[config.mk]
export PLATFORM = sky130hd
export DESIGN_NAME = cpu_program_loader
export DESIGN_NICKNAME = d
export VERILOG_FILES = /design/src/rtl/cpu_program_loader.sv
export SDC_FILE = /design/constraint.sdc
export NUM_CORES = 1
export LEC_CHECK = 0
export ABC_AREA = 0
export BUFFER_PORTS_ARGS = -buffer_cell sky130_fd_sc_hd__buf_2
export CORE_MARGIN = 3
export CORE_UTILIZATION = 45
export DETAILED_ROUTE_END_ITERATION = 8
export GPL_TIMING_DRIVEN = 0
export PLACE_DENSITY = 0.65
export SYNTH_ARGS = -nofsm -noshare
export SYNTH_HDL_FRONTEND = slang
export SYNTH_SLANG_ARGS = --single-unit
[constraint.sdc]
create_clock -name clk -period 1.9 [get_ports clk]
set_input_delay 0.38 -clock clk [delete_from_list [all_inputs] [get_ports clk]]
set_output_delay 0.38 -clock clk [all_outputs]
set_load 0.03 [all_outputs]
[src/rtl/cpu_program_loader.sv]
// cpu_program_loader: parses HEADER/LEN/payload byte frames into CPU load strobes
// and holds the CPU in reset until a RUN header arrives.
module cpu_program_loader #(
    parameter int IADDR_W = 5,
    parameter int DADDR_W = 4,
    parameter int TIMEOUT = 255
) (
    input  logic               clk,
    input  logic               reset,
    input  logic [7:0]         in_data,
    input  logic               in_valid,
    output logic               in_ready,
    output logic [7:0]         cpu_input,
    output logic [IADDR_W-1:0] load_address,
    output logic               load,
    output logic               is_instruction,
    output logic               cpu_reset,
    output logic               frame_done,
    output logic               timeout_err,
    output logic               busy
);
    localparam int TW = (TIMEOUT < 2) ? 1 : $clog2(TIMEOUT);
    localparam logic [IADDR_W-1:0] DMASK = IADDR_W'((1 << DADDR_W) - 1);

    typedef enum logic [1:0] {IDLE, LEN, DATA} state_t;

    state_t             state, state_n;
    logic               inst_q, inst_n;
    logic [IADDR_W-1:0] addr_q, addr_n, addr_inc, hdr_addr;
    logic [7:0]         cnt_q, cnt_n;
    logic [TW-1:0]      idle_q, idle_n;
    logic [7:0]         cpu_input_n;
    logic [IADDR_W-1:0] load_address_n;
    logic               load_n, is_instruction_n, cpu_reset_n, frame_done_n, timeout_err_n;
    logic               acc, expire;

    assign in_ready = ~reset;
    assign busy     = state != IDLE;
    assign acc      = in_valid && in_ready;
    assign addr_inc = addr_q + 1'b1;
    assign hdr_addr = in_data[7] ? IADDR_W'(in_data[4:0]) : IADDR_W'(in_data[4:0]) & DMASK;
    // Expire on the edge that would complete TIMEOUT idle cycles, so the pulse cycle is already IDLE.
    assign expire   = TIMEOUT != 0 && busy && !acc && idle_q == TW'(TIMEOUT - 1);

    always_comb begin
        state_n          = state;
        inst_n           = inst_q;
        addr_n           = addr_q;
        cnt_n            = cnt_q;
        idle_n           = (busy && !acc) ? idle_q + 1'b1 : '0;
        cpu_input_n      = cpu_input;
        load_address_n   = load_address;
        is_instruction_n = is_instruction;
        cpu_reset_n      = cpu_reset;
        load_n           = 1'b0;
        frame_done_n     = 1'b0;
        timeout_err_n    = 1'b0;
        if (state == IDLE && acc) begin
            if (in_data[6]) begin
                cpu_reset_n  = 1'b0;
                frame_done_n = 1'b1;
            end else begin
                inst_n      = in_data[7];
                addr_n      = hdr_addr;
                cpu_reset_n = 1'b1;
                state_n     = LEN;
            end
        end else if (state == LEN && acc) begin
            cnt_n        = in_data;
            frame_done_n = in_data == 8'd0;
            state_n      = (in_data == 8'd0) ? IDLE : DATA;
        end else if (state == DATA && acc) begin
            load_n           = 1'b1;
            cpu_input_n      = in_data;
            load_address_n   = addr_q;
            is_instruction_n = inst_q;
            addr_n           = inst_q ? addr_inc : addr_inc & DMASK;
            cnt_n            = cnt_q - 8'd1;
            frame_done_n     = cnt_q == 8'd1;
            state_n          = (cnt_q == 8'd1) ? IDLE : DATA;
        end else if (expire) begin
            timeout_err_n = 1'b1;
            state_n       = IDLE;
        end
    end

    always_ff @(posedge clk or posedge reset) begin
        if (reset) begin
            state          <= IDLE;
            inst_q         <= 1'b0;
            addr_q         <= '0;
            cnt_q          <= '0;
            idle_q         <= '0;
            cpu_input      <= '0;
            load_address   <= '0;
            is_instruction <= 1'b0;
            cpu_reset      <= 1'b1;
            load           <= 1'b0;
            frame_done     <= 1'b0;
            timeout_err    <= 1'b0;
        end else begin
            state          <= state_n;
            inst_q         <= inst_n;
            addr_q         <= addr_n;
            cnt_q          <= cnt_n;
            idle_q         <= idle_n;
            cpu_input      <= cpu_input_n;
            load_address   <= load_address_n;
            is_instruction <= is_instruction_n;
            cpu_reset      <= cpu_reset_n;
            load           <= load_n;
            frame_done     <= frame_done_n;
            timeout_err    <= timeout_err_n;
        end
    end
endmodule

==> results of run 1 <==
sequential cells by signal, summed over array words and instances, names as in the netlist:
name / cells
cnt_q: 8
cpu_reset: 1
timeout_err: 1
load: 1
load_address: 5
state: 2
inst_q: 1
cpu_input: 8
addr_q: 5
frame_done: 1
idle_q: 8
is_instruction: 1
layout by cell type, fill, tap and decap left out, types with 2 or more instances in the layout:
cell / Yosys / final
nand3_1: 12 / 12
clkbuf_8: 0 / 5
nor2_1: 19 / 19
xnor2_1: 4 / 4
o21ai_0: 5 / 5
inv_1: 6 / 5
nor3_1: 4 / 4
nand2_1: 11 / 11
xor2_1: 4 / 4
or3_1: 2 / 2
clkbuf_1: 0 / 2
dfrtp_1: 41 / 41
a21oi_1: 7 / 7
mux2_2: 14 / 14
nand2b_1: 4 / 4
ha_1: 5 / 5
buf_6: 3 / 3
nand4_1: 3 / 3
nor4_1: 3 / 3
a311oi_1: 4 / 4
o21ai_1: 5 / 5
buf_2: 3 / 33
a31oi_1: 2 / 2
worst reg2reg max path: stages (launching register included):
cell and delay (ns):
dfrtp_1 0.40, or4b_4 0.56, buf_6 0.17, nor2_4 0.09, mux2_1 0.32
cell families after synthesis:
kind of cell	count (synthesis)	share of synthesized area, %
DFF	42	51.3
and+or+nand+nor	74	20.4
adders and majority gates	5	3.05
buffers and inverters	13	3.84
AOI/OAI and AO/OA	31	9.82
muxes	15	8.23
xor gates and xnor gates	8	3.41
where the power goes:
part / switching, mW / internal (mW)
clock network: 0.293 / 0.393
logic: 0.899 / 0.602
registers: 0.269 / 1.26
total: 1.46 / 2.25
per-stage QoR:
step,hold WS [ns],std cells,instance area [µm²],setup slack [ns],util [%]
6_report,0.119,277,2390,0.113,56.9
5_1_grt,0.143,277,2390,0.0558,56.9
4_1_cts,0.123,277,2390,0.0947,56.9
3_5_place_dp,0.443,269,2280,0.171,54.4
3_3_place_gp,0.484,268,2260,-0.678,53.9
2_1_floorplan,0.473,188,2050,0.0992,-
final cells by class:
cell class	instances	area [µm²]
sequential	42	1050
clock inverter	1	30.0
fill	367	1810
multi-input combinational	133	921
timing repair buffer	31	170
inverter	6	22.5
buffer	7	56.3
tap	50	62.6
clock buffer	7	76.3
metal layers:
| metal | vias up | wire length (µm) |
|---|---|---|
| met4 | 0 | 28 |
| li1 | 746 | - |
| met1 | 740 | 2200 |
| met2 | 41 | 1890 |
| met5 | - | 0 |
| met3 | 4 | 209 |
worst paths after layout:
| path | start | end | slack, ns | cells past startpoint |
|---|---|---|---|---|
| max | state[0] | busy | 0.11 | 3 |
| min | reset | idle_q[3] | 0.12 | 2 |
| max reg2reg | state[0] | inst_q | 0.24 | 4 |
| min reg2reg | load_address[1] | load_address[1] | 0.50 | 1 |
| max in group asynchronous | reset | cpu_reset | 1.24 | 3 |
| min in group clk | in_data[1] | addr_q[1] | 0.38 | 3 |
==> summary.txt, run 1 <==
Final layout
  • P&R area growth vs syn: 16.5%
  • Layout cell share with drive strength beyond 1: 31.3%
  • Antenna Cells: 0
  • Layout Nets: 242

Routing
  • Vias: 1,531
  • Detailed Routing Iterations Pass 1: 4
  • Avg WL per Cell: 15.7 µm
  • Post-route DRC: 0
  • DRT Wirelength: 4340 µm
  • Iter 0 DRT Violations: 81
  • Vias per std cell: 5.53
  • Final antenna-violating net count: 0

Logic synthesis
  • Yosys top cell by area: dfrtp_1
  • Ys Warns: 0
  • Synth Cell Area: 0.00205 mm²
  • Post-synthesis register bit count: 42
  • Post-synth top cells: dfrtp_1 (41), nor2_1 (19), mux2_2 (14)
  • Post-synth EDFFs: 0
  • Ranking of synthesized cells by area: dfrtp_1 (50%), mux2_2 (7.7%), nor2_1 (3.5%), ha_1 (3.0%), nand3_1 (2.9%)
  • Share of the synthesized area in the top cell type: 50.0%
  • Post-Syn Nets: 204
  • Average size of a mapped cell: 10.9 µm²
  • Cells after Synth: 188
  • Yosys cell types: 48
  • Most common cell in the netlist: dfrtp_1
  • Sequential fraction of the synthesis area: 51.3%
  • Synth async-reset ratio: 100%
  • Prevailing post-synth register cell: dfrtp_1

Critical path
  • Peak fanout along the critical path: 10
  • Critical path buffers and inverters: 2
  • Cell family with most CP delay: flip-flops
  • Required time of the critical path: 1.52 ns
  • Crit-path most repeated cell: buf_2
  • CP arrival: 1.41 ns
  • Critical Path End Type: primary output
  • Crit-path cells: buf_2, or2_2, buf_2
  • CP max stage delay: 0.40 ns
  • Crit Path Category: reg2out
  • Slowest cell on crit path: dfrtp_1
  • Startpoint class of the critical path: flip-flop

Min path
  • Hold/Removal Path Class: in2async

GRT
  • GRT Max-Usage Layer: met1
  • Vias in the first global route: 1,451
  • First-pass GRT wire length: 7230 µm
  • Global-route usage over all layers: 17.4%
  • GR Layer Usage met1: 27.6%
  • Initial antenna violation count: 0
  • GR Util met3: 3.97%
  • GRT met2 Usage: 23.6%
  • GRT overflow: 0
  • Largest net degree at the start of global routing: 27

Die
  • # rows: 23
  • Core area: 0.00420 mm²
  • I/O pins: 31
  • Die Span Y: 73.5 µm
  • Initial Util: 48.8%
  • DIE WIDTH: 73.5 µm
  • Full die area: 0.00541 mm²

CTS
  • CTS H-tree depth: 2
  • Resize count post-CTS: 0
  • Post-CTS Setup Inserts: 0
  • Post-CTS Hold Fix Bufs: 0
  • TritonCTS buffer count: 5
  • CTS tree: done
  • Number of clock sinks: 42
  • Clock-pin slew on the worst setup and hold paths: 0.08 ns
  • Root Driver: clkbuf_8
  • Deepest clock path buffer count: 2
  • Skew-Pair Late Insertion Delay: 0.29 ns

Placement
  • PortBufs: 30
  • HPWL Detailed: 3210 µm
  • GPL Wtd Cong: 0.816

Run status
  • Outcome: complete, no violations

Timing
  • Final setup viols: 0
  • Max Clock Skew: 0.00683 ns
  • Worst slew margin: 66.7%
  • RSZ-0062 raised after global routing: no
  • Final Hold Vio Count: 0
  • Peak Freq: 0.560 GHz
  • Crit share post-route: 94.0%
  • Final min period: 1.79 ns
  • Tightest Pin Transition: 0.495 ns
  • Setup TNS: 0 ns
  • Final Max Slew Viols: 0

Job
  • Max-Cap Viols: 0

Power and ir drop
  • Pleak: 1.04 nW
  • Final Power: 3.71 mW
  • Pwr dens: 1550 mW/mm²
  • Worst vdd ir: 0.830 mV
Power figures use the tool's default switching activity.
==> run 2, diff against run 1 <==
Settings changed: REMOVE_ABC_BUFFERS set to 1.
==> run 2 against run 1 <==
Via count grew 1.2%. Critical path depth stayed put. Maximum frequency increased by 0.31%. Die area stayed put. Largest cell class unchanged. Critical endpoint is now inst_q. Highest routed layer unchanged. Count of clock-buffer cells in the layout fell by 2. Hold slack improved by 0.077 ns. Clock skew is essentially flat. Combinational power fell by 6%. Sequential power increased by 3%.
==> summary.txt, run 2 (same netlist as run 1, synthesis figures left out) <==
Power and ir drop
  • Sequential power share: 43.0% (was 41.1%)
  • Clock power share: 18.6% (was 18.5%)
  • Pwr dens: 1580 mW/mm² (was 1550 mW/mm²)
  • Internal: 2.21 mW (was 2.25 mW)
  • Sw power: 1.47 mW (was 1.46 mW)
  • Sw frac: 40.0% (was 39.3%)
  • Worst vdd ir: 0.935 mV (was 0.830 mV)
  • Comb pwr share: 38.4% (was 40.4%)
  • Pleak: 1.01 nW (was 1.04 nW)

Placement
  • HPWL Detailed: 2960 µm (was 3210 µm)
  • PortBufs: 30 (unchanged)
  • GPL Wtd Cong: 0.789 (was 0.816)
  • DP Area: 0.00221 mm² (was 0.00228 mm²)
  • Pre-CTS WS: -0.0763 ns (was 0.171 ns)

Die
  • Full die area: 0.00541 mm² (unchanged)
  • I/O pins: 31 (unchanged)
  • Die Span Y: 73.5 µm (unchanged)
  • Core area: 0.00420 mm² (unchanged)
  • # rows: 23 (unchanged)
  • Initial Util: 48.8% (unchanged)
  • DIE WIDTH: 73.5 µm (unchanged)

Final layout
  • Antenna Cells: 0 (unchanged)
  • Layout cell share with drive strength beyond 1: 30.0% (was 31.3%)
  • Top flop regs: cnt_q (8), cpu_input (8), idle_q (8) (unchanged)
  • Post-layout instance area: 0.00234 mm² (was 0.00239 mm²)
  • P&R area growth vs syn: 13.8% (was 16.5%)
  • Layout Nets: 235 (was 242)
  • Most common cell after layout, fill and taps aside: dfrtp_1 (unchanged)
  • Most frequent cells in the layout: dfrtp_1 (41), buf_2 (30), nor2_1 (19) (was dfrtp_1 (41), buf_2 (33), nor2_1 (19))
  • Final core utilization: 55.6% (was 56.9%)

CTS
  • Number of clock sinks: 42 (unchanged)
  • Clock-pin slew on the worst setup and hold paths: 0.08 ns (about the same)
  • CTS tree: done (unchanged)
  • CTS H-tree depth: 2 (unchanged)
  • Post-CTS Setup Inserts: 0 (unchanged)
  • TritonCTS buffer count: 5 (unchanged)
  • Deepest clock path buffer count: 2 (unchanged)
  • Skew-Pair Late Insertion Delay: 0.29 ns (about the same)
  • Root Driver: clkbuf_8 (unchanged)
  • Post-CTS Hold Fix Bufs: 0 (unchanged)

Routing
  • Avg WL per Cell: 16.0 µm (was 15.7 µm)
  • Post-route DRC: 0 (unchanged)
  • Iter 0 DRT Violations: 69 (was 81)
  • Vias per std cell: 5.74 (was 5.53)
  • Final antenna-violating net count: 0 (unchanged)
  • Vias: 1,550 (was 1,531)
  • Detailed Routing Iterations Pass 1: 4 (unchanged)
  • DRT Wirelength: 4320 µm (was 4340 µm)

GRT
  • GRT met2 Usage: 27.4% (was 23.6%)
  • GR Util met3: 4.79% (was 3.97%)
  • Vias in the first global route: 1,502 (was 1,451)
  • GR Layer Usage met1: 21.8% (was 27.6%)
  • First-pass GRT wire length: 6960 µm (was 7230 µm)
  • GRT Max-Usage Layer: met2 (was met1)
  • Global-route usage over all layers: 16.7% (was 17.4%)
  • Initial antenna violation count: 0 (unchanged)
  • GRT overflow: 0 (unchanged)
  • Largest net degree at the start of global routing: 44 (was 27)

Timing
  • Final Max Slew Viols: 0 (unchanged)
  • Worst slew margin: 64.9% (was 66.7%)
  • Final setup margin: 0.119 ns (was 0.113 ns)
  • Final setup viols: 0 (unchanged)
  • Final min period: 1.78 ns (was 1.79 ns)
  • RSZ-0062 raised after global routing: no (unchanged)
  • Peak Freq: 0.561 GHz (was 0.560 GHz)
  • Max Clock Skew: 0.00642 ns (was 0.00683 ns)
  • Crit share post-route: 93.7% (was 94.0%)
  • Final Hold Vio Count: 0 (unchanged)
  • Tightest Pin Transition: 0.522 ns (was 0.495 ns)
  • Setup TNS: 0 ns (unchanged)

Critical path
  • Startpoint class of the critical path: flip-flop (unchanged)
  • Worst reg2reg path endpoint: inst_q (unchanged)
  • Peak fanout along the critical path: 14 (was 10)
  • Crit Path Category: reg2reg (was reg2out)
  • Launch point of the worst reg-to-reg path: state[0] (unchanged)
  • Setup crit end: inst_q (was busy)
  • R2r setup slk: 0.12 ns (was 0.24 ns)
  • R2R depth: 3 (was 4)
  • Critical Path End Type: flip-flop (was primary output)
  • Worst setup path start: state[0] (unchanged)
  • Required time of the critical path: 2.07 ns (was 1.52 ns)
  • CP arrival: 1.96 ns (was 1.41 ns)

Job
  • Max-Cap Viols: 0 (unchanged)

Min path
  • Hold/Removal Path Class: in2async (unchanged)

Run status
  • Outcome: complete, no violations (unchanged)
==> run 2: power by group through the flow <==
stage	registers [mW]	clock network, mW	logic (mW)
5_1_grt	1.64	0.741	1.54
4_1_cts	1.58	0.695	1.42
3_5_place_dp	1.59	0	1.41
2_1_floorplan	1.87	0	0.720
3_3_place_gp	1.56	0	1.36
6_report	1.58	0.684	1.41
==> run 2: worst min-delay path by stage <==
stage / startpoint / endpoint / slack, ns / cells past startpoint
finish: reset / addr_q[4] / 0.20 / 2
global route: reset / state[0] / 0.24 / 2
CTS: reset / addr_q[4] / 0.19 / 2
detailed placement: cpu_input[0] / cpu_input[0] / 0.49 / 1
global placement: cpu_input[0] / cpu_input[0] / 0.49 / 1
floorplan: idle_q[0] / idle_q[0] / 0.47 / 1
==> run 2: stage by stage <==
stage	total power, mW	hold WS [ns]	instances
after CTS	3.69	0.192	269
after detailed placement	3.00	0.491	261
after global routing	3.93	0.236	270
after floorplan	2.59	0.474	181
final	3.68	0.196	270
after global placement	2.92	0.486	261
==> run 2: area by class of cell <==
class,instances,area [µm²]
clock buffers,5,68.8
clock inverters,3,40.0
fillers,372,1870
inverters,6,25.0
multi-input cells,134,937
flip-flops and latches,42,1050
well taps,50,62.6
repair buffers,30,150
==> run 2: routing by layer <==
metal  wire length (µm)  part of all wire (%)
met2               2070                    48
met5                  0                     0
met3                177                   4.1
met4                 48                   1.1
met1               2020                    47
==> run 2: critical path, stage by stage, from the launching register on <==
cell	delay [ns]
dfrtp_1	0.52
or4b_4	0.69
nor2_4	0.13
mux2_1	0.33
==> run 2: timing repair <==
action,4_1_cts,5_1_grt
cloned,0,1
gates resized for setup,2,0
pin swaps,0,1
endpoints found under the setup margin,6,1
==> run 3, diff against run 2 <==
Settings changed: CORE_UTILIZATION 45 to 56, PLACE_DENSITY 0.65 to 0.79.
==> run 3 against run 2 <==
Cell count decreased by 1.5%. Global-route usage increased by 4.7 points. Total power decreased by 3.7%. First-iteration DRC count increased by 8.7%. Die area decreased by 18%. Clock power decreased by 22%. Maximum frequency increased by 0.61%. Critical endpoint unchanged. Largest power group unchanged.
==> summary.txt, run 3 (same netlist as run 1, synthesis figures left out) <==
Timing
  • Hold Slack: 0.194 ns (was 0.196 ns)
  • Final Hold Vio Count: 0 (unchanged)
  • RSZ-0062 raised after global routing: no (unchanged)
  • Final setup margin: 0.130 ns (was 0.119 ns)
  • Final min period: 1.77 ns (was 1.78 ns)
  • Worst slew margin: 64.6% (was 64.9%)
  • Crit share post-route: 93.2% (was 93.7%)
  • Max Clock Skew: 0.00708 ns (was 0.00642 ns)
  • Final setup viols: 0 (unchanged)
  • Final Max Slew Viols: 0 (unchanged)
  • Tightest Pin Transition: 0.526 ns (was 0.522 ns)
  • Peak Freq: 0.565 GHz (was 0.561 GHz)

CTS
  • Root Driver: clkbuf_8 (unchanged)
  • Post-CTS Hold Fix Bufs: 0 (unchanged)
  • Skew-Pair Late Insertion Delay: 0.29 ns (about the same)
  • Post-CTS Setup Inserts: 0 (unchanged)
  • CTS tree: done (unchanged)
  • TritonCTS buffer count: 5 (unchanged)
  • Clock-pin slew on the worst setup and hold paths: 0.07 ns (was 0.08 ns)
  • Deepest clock path buffer count: 2 (unchanged)
  • Number of clock sinks: 42 (unchanged)
  • CTS H-tree depth: 2 (unchanged)

Die
  • I/O pins: 31 (unchanged)
  • Core area: 0.00344 mm² (was 0.00420 mm²)
  • Full die area: 0.00443 mm² (was 0.00541 mm²)
  • Initial Util: 59.6% (was 48.8%)
  • DIE WIDTH: 66.5 µm (was 73.5 µm)
  • # rows: 21 (was 23)
  • Die Span Y: 66.5 µm (was 73.5 µm)

Routing
  • DRT Wirelength: 4220 µm (was 4320 µm)
  • Final antenna-violating net count: 0 (unchanged)
  • Iter 0 DRT Violations: 75 (was 69)
  • Vias: 1,551 (was 1,550)
  • Vias per std cell: 5.83 (was 5.74)
  • Detailed Routing Iterations Pass 1: 4 (unchanged)
  • Post-route DRC: 0 (unchanged)
  • Avg WL per Cell: 15.9 µm (was 16.0 µm)

Final layout
  • Most frequent cells in the layout: dfrtp_1 (41), buf_2 (30), nor2_1 (19) (unchanged)
  • Top flop regs: cnt_q (8), cpu_input (8), idle_q (8) (unchanged)
  • Fill cells: 272 (was 372)
  • Layout cell share with drive strength beyond 1: 28.6% (was 30.0%)
  • Antenna Cells: 0 (unchanged)
  • Layout Nets: 235 (unchanged)
  • Most common cell after layout, fill and taps aside: dfrtp_1 (unchanged)
  • P&R area growth vs syn: 12.2% (was 13.8%)

GRT
  • First-pass GRT wire length: 7070 µm (was 6960 µm)
  • Largest net degree at the start of global routing: 44 (unchanged)
  • Initial antenna violation count: 0 (unchanged)
  • Vias in the first global route: 1,519 (was 1,502)
  • GRT overflow: 0 (unchanged)
  • Global-route usage over all layers: 21.5% (was 16.7%)

Placement
  • HPWL Detailed: 2870 µm (was 2960 µm)
  • GPL Wtd Cong: 0.786 (was 0.789)
  • Pre-CTS WS: -0.113 ns (was -0.0763 ns)
  • PortBufs: 30 (unchanged)

Critical path
  • Required time of the critical path: 2.07 ns (about the same)
  • CP arrival: 1.94 ns (was 1.96 ns)
  • Peak fanout along the critical path: 14 (unchanged)
  • CP max stage delay: 0.68 ns (was 0.69 ns)
  • Startpoint class of the critical path: flip-flop (unchanged)
  • Crit Path Category: reg2reg (unchanged)
  • Slowest cell on crit path: or4b_4 (unchanged)
  • Critical Path End Type: flip-flop (unchanged)
  • Crit-path cells: or4b_4, nor2_4, mux2_1 (unchanged)

Power and ir drop
  • Pwr dens: 1540 mW/mm² (was 1580 mW/mm²)
  • Pleak: 0.991 nW (was 1.01 nW)
  • Worst vdd ir: 0.801 mV (was 0.935 mV)

Min path
  • Hold/Removal Path Class: in2async (unchanged)

Run status
  • Outcome: complete, no violations (unchanged)

Job
  • Max-Cap Viols: 0 (unchanged)
## run 3: report_power, final
group          total [mW]  internal, mW  switching [mW]  leakage (nW)
clock               0.536         0.261           0.275        0.0395
combinational        1.42         0.568           0.850         0.439
sequential           1.59          1.26           0.334         0.512
## run 3: what timing repair did
| action | CTS | global route |
|---|---|---|
| cloned | 0 | 1 |
| gates resized for setup | 2 | 0 |
| pin swaps | 0 | 1 |
| setup endpoints to repair | 5 | 3 |
## run 3: path summary, 6_finish.rpt
kind	slack, ns	cells after the start	from	endpoint
min reg2reg	0.50	1	load_address[4]	load_address[4]
max in group asynchronous	1.34	2	reset	cpu_reset
max	0.13	3	state[0]	inst_q
min in group clk	0.37	2	in_data[0]	cpu_input[0]
max reg2reg	0.13	3	state[0]	inst_q
min	0.19	2	reset	load_address[3]
## run 3: through the flow
step	cells	utilization (%)	TNS, ns	area [µm²]	power, mW
floorplan	181	-	0	2000	2.59
detailed placement	257	64.0	-0.288	2200	3.00
finish	266	66.9	0	2300	3.54
global placement	257	64.0	-0.630	2200	2.91
CTS	265	66.5	0	2290	3.56
global route	266	66.9	0	2300	3.80
## run 3: routing by layer
layer  part of all wire (%)  vias to the layer above  GRT usage (%)
met5                      0                        -              0
met3                    5.7                       10           4.55
li1                       -                      736              -
met2                     48                       57           34.9
met4                    2.4                        0           11.7
met1                     43                      748           26.5
## run 3: layout make-up
class	count	area [µm²]	share of cell area [%]
Sequential cell	42	1050	45.7
Timing Repair Buffer	30	150	6.52
Tap cell	46	57.6	2.50
Inverter	6	25.0	1.09
Clock buffer	8	80.1	3.48
Multi-Input combinational cell	134	937	40.7
## run 3: worst max-delay path, delay by kind of cell (launching register included)
kind,cells,cell delay (ns)
muxes,1,0.32
DFF,1,0.53
and+or+nand+nor,2,0.80
